## config.mk

```make
export PLATFORM = sky130hd
export DESIGN_NAME = hazard_ctrl
export DESIGN_NICKNAME = d
export VERILOG_FILES = /design/src/rtl/hazard_pkg.sv /design/src/rtl/hazard_ctrl_mul_seq_counter.sv /design/src/rtl/hazard_ctrl.sv
export SDC_FILE = /design/constraint.sdc
export NUM_CORES = 1
export LEC_CHECK = 0
export CAP_MARGIN = 25
export CORE_MARGIN = 3
export CORE_UTILIZATION = 29
export CTS_CLUSTER_DIAMETER = 150
export DETAILED_ROUTE_END_ITERATION = 8
export GPL_TIMING_DRIVEN = 1
export SYNTH_ARGS = -nofsm -noshare
export SYNTH_HDL_FRONTEND = slang
export SYNTH_HIERARCHICAL = 1
export SYNTH_SLANG_ARGS = --single-unit
```

## constraint.sdc

```tcl
create_clock -name clk -period 2.85 [get_ports clk]
set_clock_uncertainty 0.2 [all_clocks]
set_input_delay 0.4275 -clock clk [delete_from_list [all_inputs] [get_ports clk]]
set_output_delay 0.4275 -clock clk [all_outputs]
set_load 0.01 [all_outputs]
```

## src/rtl/hazard_pkg.sv

```systemverilog
// Shared types and constants for the pipeline hazard controller.
package hazard_pkg;

  typedef enum logic [1:0] {
    FWD_NONE = 2'b00,
    FWD_W    = 2'b01,
    FWD_M    = 2'b10
  } fwd_sel_t;

  localparam logic [3:0] PC_REG = 4'd15;

  // M has the youngest result, so it wins over W; R15 always reads PC+8.
  function automatic fwd_sel_t fwd_select(
    input logic [3:0] src,
    input logic [3:0] wa3m,
    input logic       we_m,
    input logic [3:0] wa3w,
    input logic       we_w
  );
    fwd_sel_t sel;
    sel = FWD_NONE;
    if (src != PC_REG) begin
      if (we_m && (wa3m == src))      sel = FWD_M;
      else if (we_w && (wa3w == src)) sel = FWD_W;
    end
    return sel;
  endfunction

endpackage

```

## src/rtl/hazard_ctrl_mul_seq_counter.sv

```systemverilog
// Busy counter for a multiply held in Execute; busy lasts lat-1 cycles after start.
module mul_seq_counter (
  input  logic       clk,
  input  logic       reset,
  input  logic       start,
  input  logic [3:0] lat,
  output logic       busy
);

  logic [3:0] cnt_q;
  logic [3:0] cnt_d;

  // A start while already counting is dropped; lat of 0 or 1 never loads.
  always_comb begin
    cnt_d = cnt_q;
    if (cnt_q != 4'd0)              cnt_d = cnt_q - 4'd1;
    else if (start && (lat > 4'd1)) cnt_d = lat - 4'd1;
  end

  // NOTE: state registers use non-blocking assignments so every flop samples pre-edge values.
  always_ff @(posedge clk) begin
    if (!reset) cnt_q <= 4'd0;
    else        cnt_q <= cnt_d;
  end

  assign busy = (cnt_q != 4'd0);

endmodule

```

## src/rtl/hazard_ctrl.sv

```systemverilog
// Stall, flush and forwarding control for the five-stage pipeline, plus a
// multiply sequencer and a saturating stall-cycle counter.
module hazard_ctrl
  import hazard_pkg::*;
#(
  parameter int unsigned MUL_LAT = 3,
  parameter int unsigned CNT_W   = 32
) (
  input  logic             clk,
  input  logic             reset,
  input  logic [3:0]       RA1D,
  input  logic [3:0]       RA2D,
  input  logic [3:0]       RA1E,
  input  logic [3:0]       RA2E,
  input  logic [3:0]       WA3E,
  input  logic [3:0]       WA3M,
  input  logic [3:0]       WA3W,
  input  logic             RegWriteE,
  input  logic             RegWriteM,
  input  logic             RegWriteW,
  input  logic             MemtoRegE,
  input  logic             PCSrcD,
  input  logic             PCSrcE,
  input  logic             PCSrcM,
  input  logic             PCSrcW,
  input  logic             BranchTakenE,
  input  logic             MulStartE,
  output logic             StallF,
  output logic             StallD,
  output logic             StallE,
  output logic             FlushD,
  output logic             FlushE,
  output logic             FlushM,
  output logic [1:0]       ForwardAE,
  output logic [1:0]       ForwardBE,
  output logic             MulBusy,
  output logic [CNT_W-1:0] StallCycles
);

  logic     mul_busy_raw;
  logic     busy;
  logic     ldr_stall;
  logic     pc_pend;
  fwd_sel_t fwd_a;
  fwd_sel_t fwd_b;

  logic [CNT_W-1:0] stall_cnt_q;
  logic [CNT_W-1:0] stall_cnt_d;

  mul_seq_counter u_mul_seq (
    .clk   (clk),
    .reset (reset),
    .start (MulStartE),
    .lat   (4'(MUL_LAT)),
    .busy  (mul_busy_raw)
  );

  // Every output is forced to its reset value combinationally while reset is low.
  assign busy      = reset & mul_busy_raw;
  assign ldr_stall = reset & MemtoRegE & RegWriteE & (WA3E != PC_REG) &
                     ((RA1D == WA3E) | (RA2D == WA3E));
  assign pc_pend   = reset & (PCSrcD | PCSrcE | PCSrcM);

  assign fwd_a = reset ? fwd_select(RA1E, WA3M, RegWriteM, WA3W, RegWriteW) : FWD_NONE;
  assign fwd_b = reset ? fwd_select(RA2E, WA3M, RegWriteM, WA3W, RegWriteW) : FWD_NONE;

  assign ForwardAE = fwd_a;
  assign ForwardBE = fwd_b;

  assign StallF  = ldr_stall | pc_pend | busy;
  assign StallD  = ldr_stall | busy;
  assign StallE  = busy;
  assign MulBusy = busy;
  assign FlushM  = busy;
  assign FlushD  = ~reset | pc_pend | PCSrcW | BranchTakenE;
  // A busy multiply must never be bubbled out of Execute.
  assign FlushE  = ~reset | ((ldr_stall | BranchTakenE) & ~busy);

  always_comb begin
    stall_cnt_d = stall_cnt_q;
    if (StallF && (stall_cnt_q != {CNT_W{1'b1}})) stall_cnt_d = stall_cnt_q + CNT_W'(1);
  end

  always_ff @(posedge clk) begin
    if (!reset) stall_cnt_q <= '0;
    else        stall_cnt_q <= stall_cnt_d;
  end

  assign StallCycles = reset ? stall_cnt_q : '0;

endmodule

```

==> metrics <==
row cnt=33; Die W=98.57 µm; Avg WL per Cell=between 10 and 15 µm; Synth async-reset ratio=0%; Cells after Synth=307; Fin Setup TNS=0 ns; Max IR drop VDD=0.0002110 V; crit-path max cell delay=0.53 ns; top-area cell type share of the netlist area=29.00%; Die ar.=about 0.0097 mm²; crit path capture type=output pin; placed cell area=0.003602 mm²; TritonCTS Buffers=5; DR vias/cell=4.857; post-CTS setup buffers=0; Leak=1.506 nW; crit path cell chain=clkdlybuf4s50_1, xor2_1, nor4_2, and3_1, clkdlybuf4s50_1; register share of total power=a little under two fifths; hold_ws=0.2918 ns; via count=roughly 2,500; combinational fraction of design power=33.8%; largest net degree at the start of global routing=22; Commonest cells post-synth=dfxtp_1 (36), nor2_1 (32), and2_1 (29), nand2_1 (24), xnor2_1 (20); Tmin final=2.773 ns; sw power=0.4700 mW; clock sink total=36; post-route antenna net violation count=0; post-route setup slack=0.07682 ns; drt first pass iters=5; first-pass GRT wire length=about 12,000 µm; Max clock buf depth=2; Post-synth EDFFs=0; dominant cell type by area after synthesis=dfxtp_1; Worst-Skew Late Latency=roughly 0.29 ns; Peak Freq=approximately 360 MHz; RSZ-0062 raised after global routing=no; register area=720.7 µm²; CP max FO=2; Initial Util=roughly 30%; max-cap viol count=0; share of post-route cells with drive strength above 1=11.46%; library cells used by synthesis=50; hpwl dp=5504 µm; Crit path required time=2.22 ns; Remaining Overflow, GRT=0; htree depth=2; crit path DAT=2.15 ns; area of the multi-input gates=0.001718 mm²; antenna violations before repair=0; Hold Fails Final Rpt=0; internal power=approximately 1.1 mW; area grow syn2layout=50.40%; critical path startpoint category=input pin; worst hold path class=reg -> reg; DRT iter0 DRCs=93; Syn Area/Cell=8.094 µm²; post-place setup slack=-0.04228 ns; DRC=0; boundary pin count=83; Antenna Cells=0; fin area=approximately 0.0037 mm²; top cells by area, synth=dfxtp_1 (29%), and2_1 (7.3%), xnor2_1 (7.0%); wirelength, routed=6827 µm; most common cell in the synthesized netlist=dfxtp_1; post-synthesis sequential area ratio=29.00%; Die Y=98.57 µm; number of synthesized register bits=36; Pwr Total=1.552 mW; Core Box Area=0.008258 mm²; Post-CTS Hold Buffers=0; status=finished, final reports clean; final setup vio count=0; gpl congestion=0.8216; GRT Total Usage=around 14%; Final nets=462; Root Buffer=clkbuf_8; ratio of final minimum period to clock period=97.30%; vias in the first global route=2,514; Clk pwr share=between 20% and 30%; fin. max-slew vios=0; clock-pin slew on the worst setup and hold paths=0.07 ns; number of I/O port buffers=just over 80; CTS tree=built; Top FF cell, synth=dfxtp_1; pwr/cell area=415.2 mW/mm²; CP dominant cell by count=clkdlybuf4s50_1; Crit-path slowest cell=clkdlybuf4s50_1; critical path type=in -> out; Layout fillers=854; Synth Cell Area=0.002485 mm²; Sw Share=~30%; YS warnings=6
## area by class of cell
class	count	share of cell area (%)
multi-input cells	256	45.97
repair buffers	105	26.85
flip-flops and latches	36	19.28
well taps	105	3.515
clock buffers	5	1.841
inverters	14	1.406
clock inverters	3	1.138
## placed cells by master (no fill, tap or decap), types with 6 or more instances in the layout
cell type	netlist	routed
a21oi_1	9	9
and2_1	29	28
and3_1	6	6
buf_4	2	22
clkdlybuf4s50_1	0	77
conb_1	2	11
dfxtp_1	36	36
inv_1	12	12
mux2_1	12	12
nand2_1	24	24
nand3_1	18	18
nand4_1	15	15
nor2_1	32	32
nor3_1	10	10
o21ai_0	13	13
or4_1	6	6
xnor2_1	20	20
xor2_1	8	8
## worst max-delay path, delay by kind of cell
family                    cells  cell delay, ns
buffers and inverters         2            1.00
xor gates and xnor gates      1            0.20
and+or+nand+nor               2            0.52
## state kept, by name (all words and copies together) (netlist names)
name / count
stall_cnt_q: 32
u_mul_seq/cnt_q: 4
## logic make-up (layout without fill, tap and decap cells)
| group | Yosys count | count (layout) | share of synthesized area [%] |
|---|---|---|---|
| AO/OA/AOI/OAI | 37 | 37 | 10.47 |
| flip-flops | 36 | 36 | 29.00 |
| XOR/XNOR | 28 | 28 | 9.869 |
| AND/OR/NAND/NOR | 161 | 161 | 37.41 |
| buffers and inverters | 24 | 127 | 4.279 |
| adder cells (fa/ha/maj) | 4 | 4 | 2.014 |
| other | 2 | 11 | 0.3022 |
| multiplexers | 15 | 15 | 6.647 |
## worst paths after layout
check                                                     start                      endpoint  slack, ns  cells after the start
worst min-delay path                stall_cnt_q[4]$_SDFFE_PN0P_   stall_cnt_q[4]$_SDFFE_PN0P_       0.29                      1
worst max-delay path                                    WA3M[2]                  ForwardAE[1]       0.08                      5
worst max register to register  u_mul_seq/cnt_q[0]$_SDFFE_PN0P_  stall_cnt_q[16]$_SDFFE_PN0P_       0.29                     11
worst min register to register      stall_cnt_q[4]$_SDFFE_PN0P_   stall_cnt_q[4]$_SDFFE_PN0P_       0.29                      1
## power by group through the flow
stage | clock network [mW] | registers [mW] | logic (mW)
2_1_floorplan | 0 | 0.573 | 0.284
3_3_place_gp | 0 | 0.579 | 0.514
3_5_place_dp | 0 | 0.579 | 0.523
4_1_cts | 0.468 | 0.568 | 0.526
5_1_grt | 0.488 | 0.574 | 0.577
6_report | 0.459 | 0.569 | 0.524
## repair_timing
item	in CTS	in global routing
resized for setup	6	3
pin swaps	2	0
endpoints found under the hold margin	0	0
setup endpoints to repair	4	3
## per-stage QoR
stage / utilization (%) / std cells
2_1_floorplan: - / 316
3_3_place_gp: 43.62 / 516
3_5_place_dp: 43.62 / 516
4_1_cts: 45.08 / 524
5_1_grt: 45.26 / 524
6_report: 45.26 / 524
## metal layers
layer	vias up	track usage (%)	wire length (µm)
met5	-	0	0
met4	0	3.887	85
li1	1305	-	-
met2	79	24.49	3227
met3	8	3.539	474
met1	1153	17.53	3039
(Power assumes the default switching activity.)
